`src/rtl/vga_sync_gen.sv`:
```
// VGA raster timing generator: pixel-rate divider, HCount/VCount counters and registered sync/visible/frame decodes.
// Latency: all outputs are registered and change on the same edge as the counters; the first tick lands CLK_DIV clks after start.
// No backpressure: free-running once enabled; sync_en low parks every register at the last blank pixel of the frame.
module vga_sync_gen #(
  parameter int CLK_DIV   = 2,
  parameter int H_DISPLAY = 640,
  parameter int H_FRONT   = 16,
  parameter int H_SYNC    = 96,
  parameter int H_BACK    = 48,
  parameter int V_DISPLAY = 480,
  parameter int V_FRONT   = 10,
  parameter int V_SYNC    = 2,
  parameter int V_BACK    = 33
) (
  input  logic       clk,
  input  logic       rst_n,
  input  logic       sync_en,
  output logic [9:0] HCount,
  output logic [9:0] VCount,
  output logic       hsync_n,
  output logic       vsync_n,
  output logic       video_on,
  output logic       pixel_tick,
  output logic       frame_start
);

  localparam int H_TOTAL = H_DISPLAY + H_FRONT + H_SYNC + H_BACK;
  localparam int V_TOTAL = V_DISPLAY + V_FRONT + V_SYNC + V_BACK;
  localparam int DIV_W   = (CLK_DIV > 1) ? $clog2(CLK_DIV) : 1;

  localparam logic [DIV_W-1:0] DIV_LAST = DIV_W'(CLK_DIV - 1);
  localparam logic [DIV_W-1:0] DIV_ONE  = DIV_W'(1);
  localparam logic [9:0] H_LAST   = 10'(H_TOTAL - 1);
  localparam logic [9:0] V_LAST   = 10'(V_TOTAL - 1);
  localparam logic [9:0] H_VIS    = 10'(H_DISPLAY);
  localparam logic [9:0] V_VIS    = 10'(V_DISPLAY);
  localparam logic [9:0] HS_START = 10'(H_DISPLAY + H_FRONT);
  localparam logic [9:0] HS_END   = 10'(H_DISPLAY + H_FRONT + H_SYNC);
  localparam logic [9:0] VS_START = 10'(V_DISPLAY + V_FRONT);
  localparam logic [9:0] VS_END   = 10'(V_DISPLAY + V_FRONT + V_SYNC);

  logic [DIV_W-1:0] r_div;
  logic [9:0]       r_hcount;
  logic [9:0]       r_vcount;
  logic             r_hsync_n;
  logic             r_vsync_n;
  logic             r_video_on;
  logic             r_pixel_tick;
  logic             r_frame_start;

  logic             w_tick;
  logic [9:0]       w_hnext;
  logic [9:0]       w_vnext;

  // The tick fires on the last clk of each divider period (every clk when CLK_DIV=1).
  assign w_tick = (r_div == DIV_LAST);

  // Next raster position: advance one pixel per tick, wrapping line then frame together.
  always_comb begin
    w_hnext = r_hcount;
    w_vnext = r_vcount;
    if (w_tick) begin
      if (r_hcount == H_LAST) begin
        w_hnext = 10'd0;
        w_vnext = (r_vcount == V_LAST) ? 10'd0 : r_vcount + 10'd1;
      end else begin
        w_hnext = r_hcount + 10'd1;
      end
    end
  end

  // State update; decodes use the next-state position so they carry no skew against the counters.
  always_ff @(posedge clk or negedge rst_n) begin
    if (!rst_n) begin
      r_div         <= '0;
      r_hcount      <= H_LAST;
      r_vcount      <= V_LAST;
      r_hsync_n     <= 1'b1;
      r_vsync_n     <= 1'b1;
      r_video_on    <= 1'b0;
      r_pixel_tick  <= 1'b0;
      r_frame_start <= 1'b0;
    end else if (!sync_en) begin
      // Park at the last blank pixel so re-enabling begins a clean frame.
      r_div         <= '0;
      r_hcount      <= H_LAST;
      r_vcount      <= V_LAST;
      r_hsync_n     <= 1'b1;
      r_vsync_n     <= 1'b1;
      r_video_on    <= 1'b0;
      r_pixel_tick  <= 1'b0;
      r_frame_start <= 1'b0;
    end else begin
      r_div         <= w_tick ? '0 : r_div + DIV_ONE;
      r_hcount      <= w_hnext;
      r_vcount      <= w_vnext;
      r_hsync_n     <= !((w_hnext >= HS_START) && (w_hnext < HS_END));
      r_vsync_n     <= !((w_vnext >= VS_START) && (w_vnext < VS_END));
      r_video_on    <= (w_hnext < H_VIS) && (w_vnext < V_VIS);
      r_pixel_tick  <= w_tick;
      // Qualified by the tick so it marks only the first clk of pixel (0,0).
      r_frame_start <= w_tick && (w_hnext == 10'd0) && (w_vnext == 10'd0);
    end
  end

  assign HCount      = r_hcount;
  assign VCount      = r_vcount;
  assign hsync_n     = r_hsync_n;
  assign vsync_n     = r_vsync_n;
  assign video_on    = r_video_on;
  assign pixel_tick  = r_pixel_tick;
  assign frame_start = r_frame_start;

endmodule

```
`config.mk`:
```
export PLATFORM = sky130hd
export DESIGN_NAME = vga_sync_gen
export DESIGN_NICKNAME = d
export VERILOG_FILES = /design/src/rtl/vga_sync_gen.sv
export SDC_FILE = /design/constraint.sdc
export NUM_CORES = 1
export LEC_CHECK = 0
export CORE_MARGIN = 8
export CORE_UTILIZATION = 25
export CTS_BUF_LIST = sky130_fd_sc_hd__clkbuf_16
export CTS_CLUSTER_SIZE = 8
export DETAILED_ROUTE_END_ITERATION = 7
export PLACE_DENSITY = 0.41
export SETUP_SLACK_MARGIN = 0.15
export SYNTH_ARGS = -nofsm -noshare
export SYNTH_HDL_FRONTEND = slang
export SYNTH_SLANG_ARGS = --single-unit
```
`constraint.sdc`:
```
create_clock -name clk -period 3.6 [get_ports clk]
set_input_delay 0.9 -clock clk [delete_from_list [all_inputs] [get_ports clk]]
set_output_delay 0.9 -clock clk [all_outputs]
set_load 0.05 [all_outputs]
```
==> impl_metrics.json <==
{
  "status": "finished clean",
  "core_mm2": 0.00639,
  "synth-async-reset-ratio_pct": 100,
  "rsz0062_at_grt": "false",
  "layout-drive-gt1-share_pct": 14.0,
  "fin_tns_setup_ns": 0,
  "port_buffers": 27,
  "fp-row-count": 29,
  "synth_edf_count": 0,
  "postLayoutCellArea_mm2": 0.00205,
  "die_x_um": 97.3,
  "p_clk_share_pct": 22.4,
  "dp_hpwl_mm": 3.32,
  "p_seq_share_pct": 36.2,
  "drv_slew": 0,
  "layout_commonest_cell": "clkdlybuf4s50_1",
  "whs_ns": 0.613,
  "clkTransAtPathRegs_ns": 0.07,
  "post_drt_via_cell_ratio": 5.08,
  "finish.utilization_pct": 32.1,
  "required_ns": 3.75,
  "yosysWarnings": 0,
  "pin_count": 28,
  "synth_nets": 185,
  "grt_max_degree": 27,
  "crit_path_end_kind": "flop",
  "slew_headroom_pct": 50.1,
  "synth_area_per_cell_um2": 9.23,
  "p_sw_mw": 0.466,
  "nFillCells": 688,
  "area_growth_pct": 23.8,
  "setup_viol_count_final": 0,
  "cts_setup_buffers": 0,
  "synth_ff_type": "dfrtp_1",
  "period_share_pct": 77.5,
  "drc": 0,
  "hold_viol": 0,
  "htree_levels": 1,
  "min_period_ns": 2.79,
  "critPathKind": "reg -> reg",
  "ctsHoldBuffers": 0,
  "fin_nets": 207,
  "placed_cell_area_mm2": 0.00197,
  "grt_overflow_total": 0,
  "combPwrFrac_pct": 41.3,
  "cp_max_fo": 11,
  "die_y_um": 97.3,
  "powerDensity_mw_per_mm2": 554,
  "startpoint": "HCount[0]$_DFF_PN1_",
  "cts_tree": "done",
  "worst_setup_path_start_kind": "flop",
  "post_drt_wl_per_cell_um": 16.2,
  "ant_nets": 0,
  "antenna_found_initial": 0,
  "ys_types": 48,
  "root_buffer": "clkbuf_16",
  "hp-start": "HCount[0]$_DFF_PN1_",
  "pre_cts_ws_ns": 0.860,
  "max_freq_mhz": 358,
  "start_util_pct": 25.9,
  "critPathArrivalTime_ns": 2.94,
  "grt_pass1_vias": 1401,
  "dr.first_iter.drc_count": 66,
  "swShare_pct": 41.1,
  "cts.repair.resized": 0,
  "maxCapViolations": 0,
  "diodes": 0,
  "cts_buffers": 3,
  "grt_pass1_wl_mm": 7.71,
  "grt_use_total_pct": 9.94,
  "worst_slack_ns": 0.808,
  "dieArea_mm2": 0.00947,
  "clockBufferDepth": 2,
  "tightest_slew_ns": 0.743,
  "fin_worst_skew_ns": 0.00251,
  "vias": 1407,
  "p_leak_nw": 0.783,
  "netlist_area_mm2": 0.00165,
  "p_int_mw": 0.667,
  "yosysSeqAreaShare_pct": 40.3,
  "cts.sinks": 26,
  "final_cell_mix": "clkdlybuf4s50_1, nor2_1, dfrtp_1, nand2_1, dfstp_2",
  "clk_latency_ns": 0.26,
  "netlist_instances": 179,
  "synth-seq-cells": 26,
  "r2r-start": "HCount[0]$_DFF_PN1_",
  "place.gp.congestion": 0.861,
  "drtPass1Iterations": 4,
  "wirelength_mm": 4.49,
  "hp-class": "reg -> reg",
  "ir_drop_mv": 0.258
}
kinds of logic (layout without fill, tap and decap cells):
group / Yosys count / after routing / synth area share (%)
XOR/XNOR: 13 / 13 / 6.89
adder cells (fa/ha/maj): 3 / 3 / 2.27
flip-flops: 26 / 26 / 40.3
multiplexers: 3 / 3 / 1.89
AND/OR/NAND/NOR: 78 / 78 / 28.3
buffers and inverters: 17 / 38 / 5.15
AO/OA/AOI/OAI: 39 / 39 / 15.2
state kept, by name, indices dropped and copies added (netlist names):
name         count
HCount          10
pixel_tick       1
VCount          10
r_div            1
hsync_n          1
vsync_n          1
video_on         1
frame_start      1
cell usage after synthesis, types with 4 or more instances:
cell	count	area, um2
nor3_1	8	40.0
nand4_1	6	37.5
clkbuf_1	4	15.0
nor2_1	16	60.1
buf_2	5	25.0
dfrtp_1	14	350
nand3_1	7	35.0
nand2_1	14	52.6
dfstp_2	12	315
and4_1	4	35.0
o21ai_0	7	35.0
xor2_1	6	52.6
a21oi_1	9	45.0
xnor2_1	7	61.3
inv_1	5	18.8
per-stage QoR:
step	total power [mW]	instances
floorplan	0.752	179
global placement	0.886	273
detailed placement	0.889	273
CTS	1.15	277
global route	1.21	277
finish	1.13	277
worst max-delay path: stages, from the launching register on:
cell      delay [ns]
dfstp_2         0.60
ha_1            0.24
and4_1          0.49
and4_1          0.51
nand2b_1        0.19
o31ai_1         0.39
nor2_1          0.09
and4b_1         0.18
power by group through the flow:
stage | clock network [mW] | logic, mW | registers, mW
final | 0.254 | 0.469 | 0.411
after global routing | 0.275 | 0.517 | 0.421
after CTS | 0.265 | 0.475 | 0.411
after detailed placement | 0 | 0.474 | 0.416
after global placement | 0 | 0.474 | 0.413
after floorplan | 0 | 0.259 | 0.493
per-layer routing:
layer | routed length [um] | vias up | global-route usage, %
met2 | 2080 | 29 | 14.9
met4 | 84 | 0 | 4.20
li1 | - | 693 | -
met5 | 0 | - | 0
met1 | 2120 | 681 | 13.2
met3 | 199 | 4 | 2.28
layout make-up:
cell class | instances | area [um2] | share of cell area (%)
clock buffers | 3 | 75.1 | 3.67
clock inverters | 1 | 3.75 | 0.183
inverters | 5 | 18.8 | 0.917
multi-input cells | 136 | 902 | 44.1
flip-flops and latches | 26 | 666 | 32.5
well taps | 77 | 96.3 | 4.71
repair buffers | 29 | 285 | 13.9
final timing paths:
kind / to / slack [ns] / depth (start not counted)
max: frame_start$_DFF_PN0_ / 0.81 / 7
min: HCount[0]$_DFF_PN1_ / 0.61 / 2
max reg2reg: frame_start$_DFF_PN0_ / 0.81 / 7
min reg2reg: HCount[0]$_DFF_PN1_ / 0.61 / 2
max in group asynchronous: HCount[9]$_DFF_PN1_ / 2.27 / 2
min in group asynchronous: VCount[7]$_DFF_PN0_ / 1.02 / 2
No activity file was read; power rests on OpenSTA's default activity.
